==> src/rtl/key_coalescing_matcher.sv <==
// key_coalescing_matcher: FIFO of keyed entries where an arriving key that is already resident merges into that entry.
module key_coalescing_matcher #(
  parameter int DEPTH  = 8,
  parameter int KWIDTH = 16,
  parameter int DWIDTH = 16,
  parameter int CWIDTH = 3,
  parameter int MODE   = 0
) (
  input  logic                       clk,
  input  logic                       rst,
  input  logic                       in_enque_en,
  output logic                       in_valid,
  input  logic [KWIDTH-1:0]          in_key,
  input  logic [DWIDTH-1:0]          in_data,
  input  logic                       out_deque_en,
  output logic                       out_valid,
  output logic [KWIDTH-1:0]          out_key,
  output logic [DWIDTH-1:0]          out_data,
  output logic [CWIDTH-1:0]          out_count,
  output logic [$clog2(DEPTH):0]     occupancy,
  output logic                       merge_pulse
);
  localparam int aw = $clog2(DEPTH);
  localparam logic [aw:0] full = (aw+1)'(DEPTH);
  logic [KWIDTH-1:0] key_q [DEPTH];
  logic [DWIDTH-1:0] data_q [DEPTH];
  logic [CWIDTH-1:0] cnt_q [DEPTH];
  logic [DEPTH-1:0]  vld_q;
  logic [aw-1:0]     head, tail, hit_idx;
  logic [aw:0]       occ;
  logic [DEPTH-1:0]  hit;
  logic              hit_any, accept, pop, alloc;
  logic [DWIDTH:0]   sum;
  logic [DWIDTH-1:0] merged, old_data;
  logic [CWIDTH-1:0] cnt_inc;
  assign occupancy = occ;
  assign in_valid  = occ != full;
  assign out_valid = vld_q[head];
  assign out_key   = out_valid ? key_q[head] : '0;
  assign out_data  = out_valid ? data_q[head] : '0;
  assign out_count = out_valid ? cnt_q[head] : '0;
  assign accept    = in_enque_en && in_valid;
  assign pop       = out_deque_en && out_valid;
  assign hit_any   = |hit;
  assign alloc     = accept && !hit_any;
  // an entry leaving this cycle cannot absorb the item, so it allocates fresh instead
  always_comb begin
    hit = '0;
    hit_idx = '0;
    for (int i = 0; i < DEPTH; i++) begin
      hit[i] = vld_q[i] && key_q[i] == in_key && !(pop && head == aw'(i));
      if (hit[i]) hit_idx = aw'(i);
    end
  end
  always_comb begin
    old_data = data_q[hit_idx];
    sum      = {1'b0, old_data} + {1'b0, in_data};
    merged   = MODE == 1 ? (sum[DWIDTH] ? '1 : sum[DWIDTH-1:0]) :
               MODE == 2 ? (old_data | in_data) : in_data;
    cnt_inc  = &cnt_q[hit_idx] ? cnt_q[hit_idx] : cnt_q[hit_idx] + 1'b1;
  end
  always_ff @(posedge clk or posedge rst) begin
    if (rst) begin
      for (int i = 0; i < DEPTH; i++) begin
        key_q[i]  <= '0;
        data_q[i] <= '0;
        cnt_q[i]  <= '0;
      end
      vld_q       <= '0;
      head        <= '0;
      tail        <= '0;
      occ         <= '0;
      merge_pulse <= 1'b0;
    end else begin
      merge_pulse <= accept && hit_any;
      if (pop) begin
        vld_q[head] <= 1'b0;
        head        <= head + 1'b1;
      end
      if (accept && hit_any) begin
        data_q[hit_idx] <= merged;
        cnt_q[hit_idx]  <= cnt_inc;
      end
      if (alloc) begin
        key_q[tail]  <= in_key;
        data_q[tail] <= in_data;
        cnt_q[tail]  <= CWIDTH'(1);
        vld_q[tail]  <= 1'b1;
        tail         <= tail + 1'b1;
      end
      occ <= occ + {{aw{1'b0}}, alloc} - {{aw{1'b0}}, pop};
    end
  end
endmodule

==> config.mk <==
export PLATFORM = sky130hd
export DESIGN_NAME = key_coalescing_matcher
export DESIGN_NICKNAME = d
export VERILOG_FILES = /design/src/rtl/key_coalescing_matcher.sv
export SDC_FILE = /design/constraint.sdc
export NUM_CORES = 1
export LEC_CHECK = 0
export CAP_MARGIN = 0
export CORE_ASPECT_RATIO = 1.75
export CORE_UTILIZATION = 35
export CTS_BUF_LIST = sky130_fd_sc_hd__clkbuf_16
export DETAILED_ROUTE_END_ITERATION = 6
export GPL_TIMING_DRIVEN = 0
export PLACE_DENSITY = 0.58
export RECOVER_POWER = 25
export SETUP_SLACK_MARGIN = 0.15
export SLEW_MARGIN = 40
export SYNTH_ARGS = -nofsm -noshare
export SYNTH_HDL_FRONTEND = slang
export SYNTH_SLANG_ARGS = --single-unit
==> constraint.sdc <==
create_clock -name clk -period 16 [get_ports clk]
set_input_delay 3.2 -clock clk [delete_from_list [all_inputs] [get_ports clk]]
set_output_delay 3.2 -clock clk [all_outputs]
set_load 0.02 [all_outputs]
==> results of run 1 <==
[path summary, 6_finish.rpt]
path                       startpoint          to  slack [ns]
min in group asynchronous         rst  data_q[65]        3.03
hold / removal             data_q[58]  data_q[58]        0.49
setup reg to reg              head[0]  data_q[13]       10.91
max in group clk            in_key[0]   key_q[53]        8.59
setup / recovery                  rst  key_q[115]        6.00
hold reg to reg            data_q[58]  data_q[58]        0.49
[per-layer routing]
layer	global-route usage (%)	wire length [um]	vias to the layer above
met1	23.73	18340	5631
met3	2.072	1445	149
met2	41.17	27290	267
met5	0	0	-
met4	16.60	4214	0
li1	-	-	4986
[power by group through the flow]
stage | clock network, W | registers, W | logic (W)
finish | 0.000620 | 0.00137 | 0.00196
global route | 0.000658 | 0.00142 | 0.00209
CTS | 0.000635 | 0.00137 | 0.00199
detailed placement | 0 | 0.00138 | 0.00198
global placement | 0 | 0.00136 | 0.00195
floorplan | 0 | 0.00132 | 0.00128
[flip-flops by register name (all words and copies together) (netlist names)]
register / flops
data_q: 128
occupancy: 4
key_q: 128
vld_q: 8
merge_pulse: 1
head: 3
tail: 3
cnt_q: 24
[synth_stat cells (2+ instances only)]
master     count  area, um^2
mux2_2       237        2669
nor3_1        10       50.05
nor2_2         2       12.51
or4_1          3       22.52
and2_1         4       25.02
xor2_1        90       788.3
nand4_1       12       75.07
dfrtp_1      299        7482
nor2_4         2       22.52
xnor2_1       42       367.9
nor2_1        95       356.6
a21oi_1        6       30.03
nand2b_1       6       37.54
nand2_1       48       180.2
a22o_1         6       52.55
a22oi_1        4       30.03
mux4_2         2       45.04
clkbuf_1      52       195.2
a2bb2o_4       2       40.04
o21ai_0       17       85.08
mux2i_1      149        1491
inv_1         22       82.58
nor3_4         2       32.53
nand4b_2       2       30.03
buf_4          4       30.03
o2bb2ai_1      5       43.79
buf_1          7       26.28
a21o_1         2       15.01
buf_6          4       45.04
or3_1          4       25.02
ha_1          13       162.7
nor2b_1        2       12.51
nand3b_1       2       15.01
buf_2         26       130.1
nor4_1        27       168.9
o22ai_1       71       444.2
mux2_1        21       236.5
nand3_1       16       80.08
nor4_2         2       25.02
[kinds of logic (layout without fill, tap and decap cells)]
group	after synthesis	in the layout	synth area share [%]
multiplexers	411	411	28.04
adder cells (fa/ha/maj)	14	14	1.144
flip-flops	299	299	46.84
buffers and inverters	117	231	3.235
AO/OA/AOI/OAI	125	125	5.420
XOR/XNOR	133	133	7.339
AND/OR/NAND/NOR	250	250	7.989
other	0	1	0
[stage by stage]
stage	instances	utilization (%)	worst slack (ns)	area, um^2	total power, W
finish	2041	40.36	5.998	18210	0.003956
floorplan	1349	-	4.539	15980	0.002605
global placement	1987	38.37	0.6734	17310	0.003313
detailed placement	1991	38.72	8.003	17470	0.003360
global route	2041	40.36	4.805	18210	0.004172
CTS	2040	40.52	8.580	18280	0.003991
[area by class of cell]
class,instances,area [um^2]
Fill cell,4374,26900
Timing Repair Buffer,65,649.4
Buffer,93,449.2
Sequential cell,299,7482
Tap cell,577,721.9
Multi-Input combinational cell,933,7998
Inverter,24,91.34
Antenna cell,1,2.502
Clock inverter,20,85.08
Clock buffer,29,725.7
==> flow_summary.json, run 1 <==
{
  "violations": "max-capacitance violations, max-slew violations",
  "grt_usage_pct": 22.59,
  "worst_ep_required_time_ns": 15.82,
  "cpPeakStageDelay_ns": 2.91,
  "cp.depth": 4,
  "cts-root-buf": "clkbuf_16",
  "synth_nets": 1399,
  "combPwrFrac_pct": 49.6,
  "slew_headroom_pct": -176.8,
  "start_util_pct": 35.42,
  "critPathLaunchType": "input port",
  "netlist_area_um2": 15980,
  "dr.pass1.iters": 4,
  "dieArea_um2": 46540,
  "post_cts_buffers": 0,
  "cp_common_cell": "clkbuf_1",
  "powerDensity_nw_per_um2": 217.3,
  "crit_family": "buffers and inverters",
  "dp_hpwl_um": 37750,
  "swShare_pct": 41.41,
  "grt_max_degree": 81,
  "yosysWarnings": 0,
  "first_iter_violations": 399,
  "crit_buf_inv": 4,
  "cts_hold_buf": 0,
  "crit_slowest_cell": "clkbuf_1",
  "cts_buffers": 28,
  "clock_latency_ns": 0.57,
  "crit_fanout": 74,
  "viasPerCell": 5.406,
  "coreArea_um2": 45110,
  "layout-drive-gt1-share_pct": 24.40,
  "syn_area_per_cell_um2": 11.84,
  "maxCapViolCount": 3,
  "endpoint_kind": "asynchronous set/reset pin",
  "wl_per_cell_um": 25.13,
  "cp.arrival_ns": 9.82,
  "io-pin-count": 78,
  "num_vias": 11030,
  "syn_inst": 1349,
  "gp_congestion": 0.9756,
  "die_height_um": 284.6,
  "wl_um": 51280,
  "final_cell_mix": "dfrtp_1, mux2_2, mux2i_1, nor2_1, xor2_1",
  "hp-class": "flop to flop",
  "seq_area_frac_synth_pct": 46.84,
  "synth-edff-count": 0,
  "worstMarginPinSlew_ns": 4.152,
  "hold_slack_ns": 0.4877,
  "hold_depth": 1,
  "synth_cell_types": 68,
  "ir_worst_vdd_mv": 0.09448,
  "crit_type": "input port to asynchronous set/reset pin",
  "fin_setup_tns_ns": 0,
  "areaGrowthSynthToFinish_pct": 13.96,
  "ys.flop_type": "dfrtp_1",
  "cts_resized": 0,
  "slew_violations": 217,
  "p_clk_share_pct": 15.7,
  "cts_tree": "yes",
  "finalHoldViolCount": 0,
  "first_global_vias": 11890,
  "async_flop_share_pct": 100.0,
  "port_buffers": 61,
  "grt_pass1_wl_um": 76760,
  "fin_crit_ns": 10.00,
  "outcome": "finished, violations left",
  "reg2reg_depth": 14,
  "clk_path_buf_depth": 3,
  "rsz0062_at_grt": "false",
  "setup_viol": 0,
  "rows": 103,
  "skew_ns": 0.01646,
  "path_cells": "dlygate4sd3_1 > clkinvlp_2 > clkbuf_1 > clkbuf_1",
  "leakage_nw": 7.777,
  "antenna_found_initial": 1,
  "clock-sinks": 299,
  "dieWidth_um": 163.5,
  "synth_seq_cells": 299,
  "period_share_pct": 62.51,
  "p_sw_w": 0.001638,
  "fin_nets": 1494,
  "ant_nets": 0,
  "htreeDepth": 1,
  "clock.fmax_ghz": 0.09998,
  "p_seq_share_pct": 34.7,
  "final_common_cell": "dfrtp_1",
  "intPower_w": 0.002318,
  "drc": 0,
  "clkTransAtPathRegs_ns": 0.07,
  "overflow": 0
}
(Power assumes the default switching activity.)
==> run 2, diff against run 1 <==
Clock period 16 ns to 9.7 ns, I/O delays scaled along.
==> run 2 against run 1 <==
  * The run now ends clean
  * Global-route usage is 0.14 points higher
  * Non-clock buffer count is 11 higher
  * Critical endpoint is now key_q[53]
  * Critical path depth is 7 higher
  * First-iteration DRC count is 23% higher
  * Total power is 66% higher
  * Sequential cell count stayed put
==> flow_summary.json, run 2 (synthesized netlist as in run 1, its figures left out) <==
{
  "outcome": "finished clean",
  "io-pin-count": 78,
  "slew_violations": 0,
  "antenna_found_initial": 0,
  "viasPerCell": 5.430,
  "cts-root-buf": "clkbuf_16",
  "endpoint_kind": "flop",
  "dieWidth_um": 163.5,
  "grt_pass1_wl_um": 77470,
  "first_global_vias": 11980,
  "cts_tree": "yes",
  "worstMarginPinSlew_ns": 1.435,
  "worstHoldStart": "data_q[121]",
  "final_core_util_pct": 40.67,
  "wl_per_cell_um": 25.00,
  "critPathLaunchType": "input port",
  "clkTransAtPathRegs_ns": 0.06,
  "wl_met3_um": 1704,
  "clk_path_buf_depth": 3,
  "first_iter_violations": 492,
  "dr.pass1.iters": 5,
  "rsz0062_at_grt": "false",
  "areaGrowthSynthToFinish_pct": 14.83,
  "met2_length_um": 27430,
  "finalHoldViolCount": 0,
  "num_vias": 11140,
  "cts_hold_buf": 0,
  "leakage_nw": 7.816,
  "cp.arrival_ns": 6.62,
  "slew_headroom_pct": 4.366,
  "drt-met1-wl_um": 18330,
  "overflow": 0,
  "ant_nets": 0,
  "drc": 0,
  "ir_worst_vdd_mv": 0.1551,
  "hp-class": "flop to flop",
  "layout-drive-gt1-share_pct": 24.54,
  "fillCellCount": 4416,
  "regArea_um2": 7482,
  "dp_hpwl_um": 38470,
  "coreArea_um2": 45110,
  "die_height_um": 284.6,
  "clock_latency_ns": 0.58,
  "final_common_cell": "dfrtp_1",
  "start_util_pct": 35.42,
  "port_buffers": 61,
  "grt_max_degree": 26,
  "gp_congestion": 0.9421,
  "worstReg2RegStart": "head[0]",
  "maxCapViolCount": 0,
  "rows": 103,
  "crit_type": "input port to flop",
  "skew_ns": 0.01543,
  "grt_usage_pct": 22.73,
  "clock.fmax_ghz": 0.1623,
  "fin_nets": 1505,
  "setup_viol": 0,
  "cts_resized": 0,
  "top_regs": "data_q (128), key_q (128), cnt_q (24)",
  "multi_input_area_um2": 7998,
  "powerDensity_nw_per_um2": 359.0,
  "crit_fanout": 10,
  "wl_um": 51290,
  "final_cell_mix": "dfrtp_1, mux2_2, mux2i_1, nor2_1, xor2_1",
  "routed.top_layer": "met4",
  "clock-sinks": 299,
  "n_antenna_cell": 0,
  "worst_ep_required_time_ns": 10.16,
  "dieArea_um2": 46540,
  "cp-startpoint": "in_key[0]",
  "cts_buffers": 28,
  "period_share_pct": 63.51,
  "fin_setup_tns_ns": 0,
  "fin_crit_ns": 6.160,
  "post_cts_buffers": 0,
  "htreeDepth": 1
}
-- run 2: cell count changes in the layout (fill, tap and decap cells not counted) --
cell,before,now
clkbuf_1,39,49
diode_2,1,0
clkinvlp_4,1,0
buf_12,0,2
clkinv_1,5,9
clkbuf_16,29,28
clkinv_8,0,1
clkinv_2,5,8
inv_1,31,24
clkbuf_2,16,14
buf_16,1,2
bufinv_16,0,2
-- run 2: final timing paths --
path	to	slack, ns	cells past startpoint
max	key_q[53]	3.54	11
min	data_q[121]	0.49	1
max reg2reg	data_q[9]	4.58	14
min reg2reg	data_q[121]	0.49	1
max in group asynchronous	key_q[79]	4.76	5
min in group asynchronous	cnt_q[11]	1.88	2
-- run 2: cell type report --
class	count	area share, %
Buffer	93	2.435
Clock buffer	28	3.819
Timing Repair Buffer	76	4.072
Clock inverter	22	0.8594
Sequential cell	299	40.79
Multi-Input combinational cell	933	43.60
Tap cell	577	3.935
Inverter	24	0.4979
-- run 2: where the power goes --
part | switching (W) | internal (W) | leakage [nW]
Combinational | 0.00179 | 0.00145 | 3.79
Sequential | 0.000429 | 0.00184 | 3.59
Clock | 0.000498 | 0.000576 | 0.440
-- run 2: layer usage --
metal	up-vias	GRT usage, %
met5	-	0
li1	5024	-
met4	0	14.91
met3	122	2.437
met1	5716	24.26
met2	281	41.55
-- run 2: worst max-delay path, cell delays in order --
cell and delay, ns:
clkbuf_1 0.38, xor2_1 0.26, nor4_1 0.61, nand2_1 0.36
nor4_2 0.79, inv_2 0.13, nand4b_2 0.28, nor4_2 0.11
nand3b_1 0.53, clkbuf_1 0.77, mux2_2 0.42
-- run 2: stage by stage --
stage                     std cells  instance area (um^2)  worst slack, ns  hold WS [ns]  power, W
after global placement         1987                 17310            1.666        0.4724  0.005462
after floorplan                1349                 15980            3.787        0.4635  0.004298
final                          2052                 18350            3.540        0.4899  0.006586
after detailed placement       2002                 17730            3.009        0.4802  0.005556
after global routing           2052                 18350            3.387        0.5099  0.006950
after CTS                      2052                 18590            3.594        0.4948  0.006652
==> run 3, diff against run 2 <==
Clock period 9.7 ns to 6.3 ns, I/O delays scaled along.
==> run 3 against run 2 <==
  * Clock power increased by 55%
  * Clock skew decreased by 0.00082 ns
  * Utilization unchanged
  * Sequential cell count unchanged
  * Cell area unchanged
  * Critical endpoint unchanged
==> flow_summary.json, run 3 (synthesized netlist as in run 1, its figures left out) <==
{
  "crit_type": "input port to flop",
  "finalHoldViolCount": 0,
  "coreArea_um2": 45110,
  "outcome": "finished clean",
  "die_height_um": 284.6,
  "fin_crit_ns": 5.528,
  "viasPerCell": 5.417,
  "drc": 0,
  "period_share_pct": 87.75,
  "final_common_cell": "dfrtp_1",
  "grt_usage_pct": 22.74,
  "hp-class": "flop to flop",
  "dieArea_um2": 46540,
  "fillCellCount": 4416,
  "clock-sinks": 299,
  "top_regs": "data_q (128), key_q (128), cnt_q (24)",
  "htreeDepth": 1,
  "grt_pass1_wl_um": 77470,
  "maxCapViolCount": 0,
  "first_global_vias": 11990,
  "multi_input_area_um2": 7998,
  "ant_nets": 0,
  "slew_headroom_pct": 5.277,
  "post_cts_buffers": 0,
  "gp_congestion": 0.9421,
  "cts_resized": 0,
  "dp_hpwl_um": 38470,
  "clkTransAtPathRegs_ns": 0.06,
  "setup_viol": 0,
  "cts_hold_buf": 0,
  "place_ws_ns": 0.2892,
  "antenna_found_initial": 0,
  "endpoint_kind": "flop",
  "wl_um": 51250,
  "clock_latency_ns": 0.58,
  "powerDensity_nw_per_um2": 552.7,
  "num_vias": 11120,
  "setup_ws_ns": 0.7717,
  "layout-drive-gt1-share_pct": 24.54,
  "cts_tree": "yes",
  "crit_fanout": 10,
  "critPathLaunchType": "input port",
  "hold_depth": 1,
  "cp.arrival_ns": 5.99,
  "overflow": 0,
  "clock.fmax_ghz": 0.1809,
  "areaGrowthSynthToFinish_pct": 14.83,
  "cts-root-buf": "clkbuf_16",
  "regArea_um2": 7482,
  "slew_violations": 0,
  "io-pin-count": 78,
  "first_iter_violations": 491,
  "reg2reg_depth": 14,
  "wl_per_cell_um": 24.98,
  "port_buffers": 61,
  "leakage_nw": 7.816,
  "worst_ep_required_time_ns": 6.76,
  "rsz0062_at_grt": "false",
  "n_antenna_cell": 0,
  "clk_path_buf_depth": 3,
  "worstMarginPinSlew_ns": 1.421,
  "fin_total_pwr_w": 0.01014,
  "dieWidth_um": 163.5,
  "fin_nets": 1505,
  "rows": 103,
  "final_cell_mix": "dfrtp_1, mux2_2, mux2i_1, nor2_1, xor2_1",
  "dr.pass1.iters": 5,
  "start_util_pct": 35.42,
  "skew_ns": 0.01460,
  "grt_max_degree": 26,
  "cts_buffers": 28,
  "ir_worst_vdd_mv": 0.2382
}
run 3: cell counts in the layout (fill, tap and decap cells not counted):
Identical to the previous run, type by type.
run 3: critical path, stage by stage:
cell	delay [ns]
clkbuf_1	0.38
xor2_1	0.26
nor4_1	0.61
nand2_1	0.36
nor4_2	0.83
inv_2	0.14
nand4b_2	0.29
nor4_2	0.11
nand3b_1	0.53
clkbuf_1	0.77
mux2_2	0.42
run 3: per-layer routing:
layer | part of all wire (%) | vias to the layer above | global-route usage, %
met4 | 7.5 | 0 | 14.88
met2 | 54 | 277 | 41.61
met5 | 0 | - | 0
met1 | 36 | 5696 | 24.24
li1 | - | 5018 | -
met3 | 3.2 | 124 | 2.437
run 3: area by class of cell:
class	count	share of cell area (%)
multi-input combinational	933	43.60
sequential	299	40.79
timing repair buffer	76	4.072
tap	577	3.935
clock buffer	28	3.819
buffer	93	2.435
clock inverter	22	0.8594
inverter	24	0.4979
run 3: where the power goes:
part	total [W]	leakage, nW	internal [W]	switching [W]
Combinational	0.00499	3.79	0.00223	0.00276
Sequential	0.00350	3.59	0.00283	0.000661
Clock	0.00166	0.440	0.000887	0.000770
Total	0.0101	7.82	0.00595	0.00419
run 3: through the flow:
stage	instances	hold slack [ns]	utilization [%]	area, um^2	TNS [ns]
after floorplan	1349	0.4635	-	15980	0
after global placement	1987	0.4724	38.38	17310	-306.50
after detailed placement	2002	0.4802	39.31	17730	0
after global routing	2052	0.5099	40.67	18350	0
final	2052	0.4902	40.67	18350	0
after CTS	2052	0.4948	41.21	18590	0
run 3: path summary, 6_finish.rpt:
check | from | end | slack, ns
min in group asynchronous | rst | cnt_q[11] | 1.20
max in group asynchronous | rst | key_q[79] | 2.05
min reg2reg | data_q[121] | data_q[121] | 0.49
max | in_key[0] | key_q[53] | 0.77
max reg2reg | head[0] | data_q[9] | 1.21
min | data_q[121] | data_q[121] | 0.49
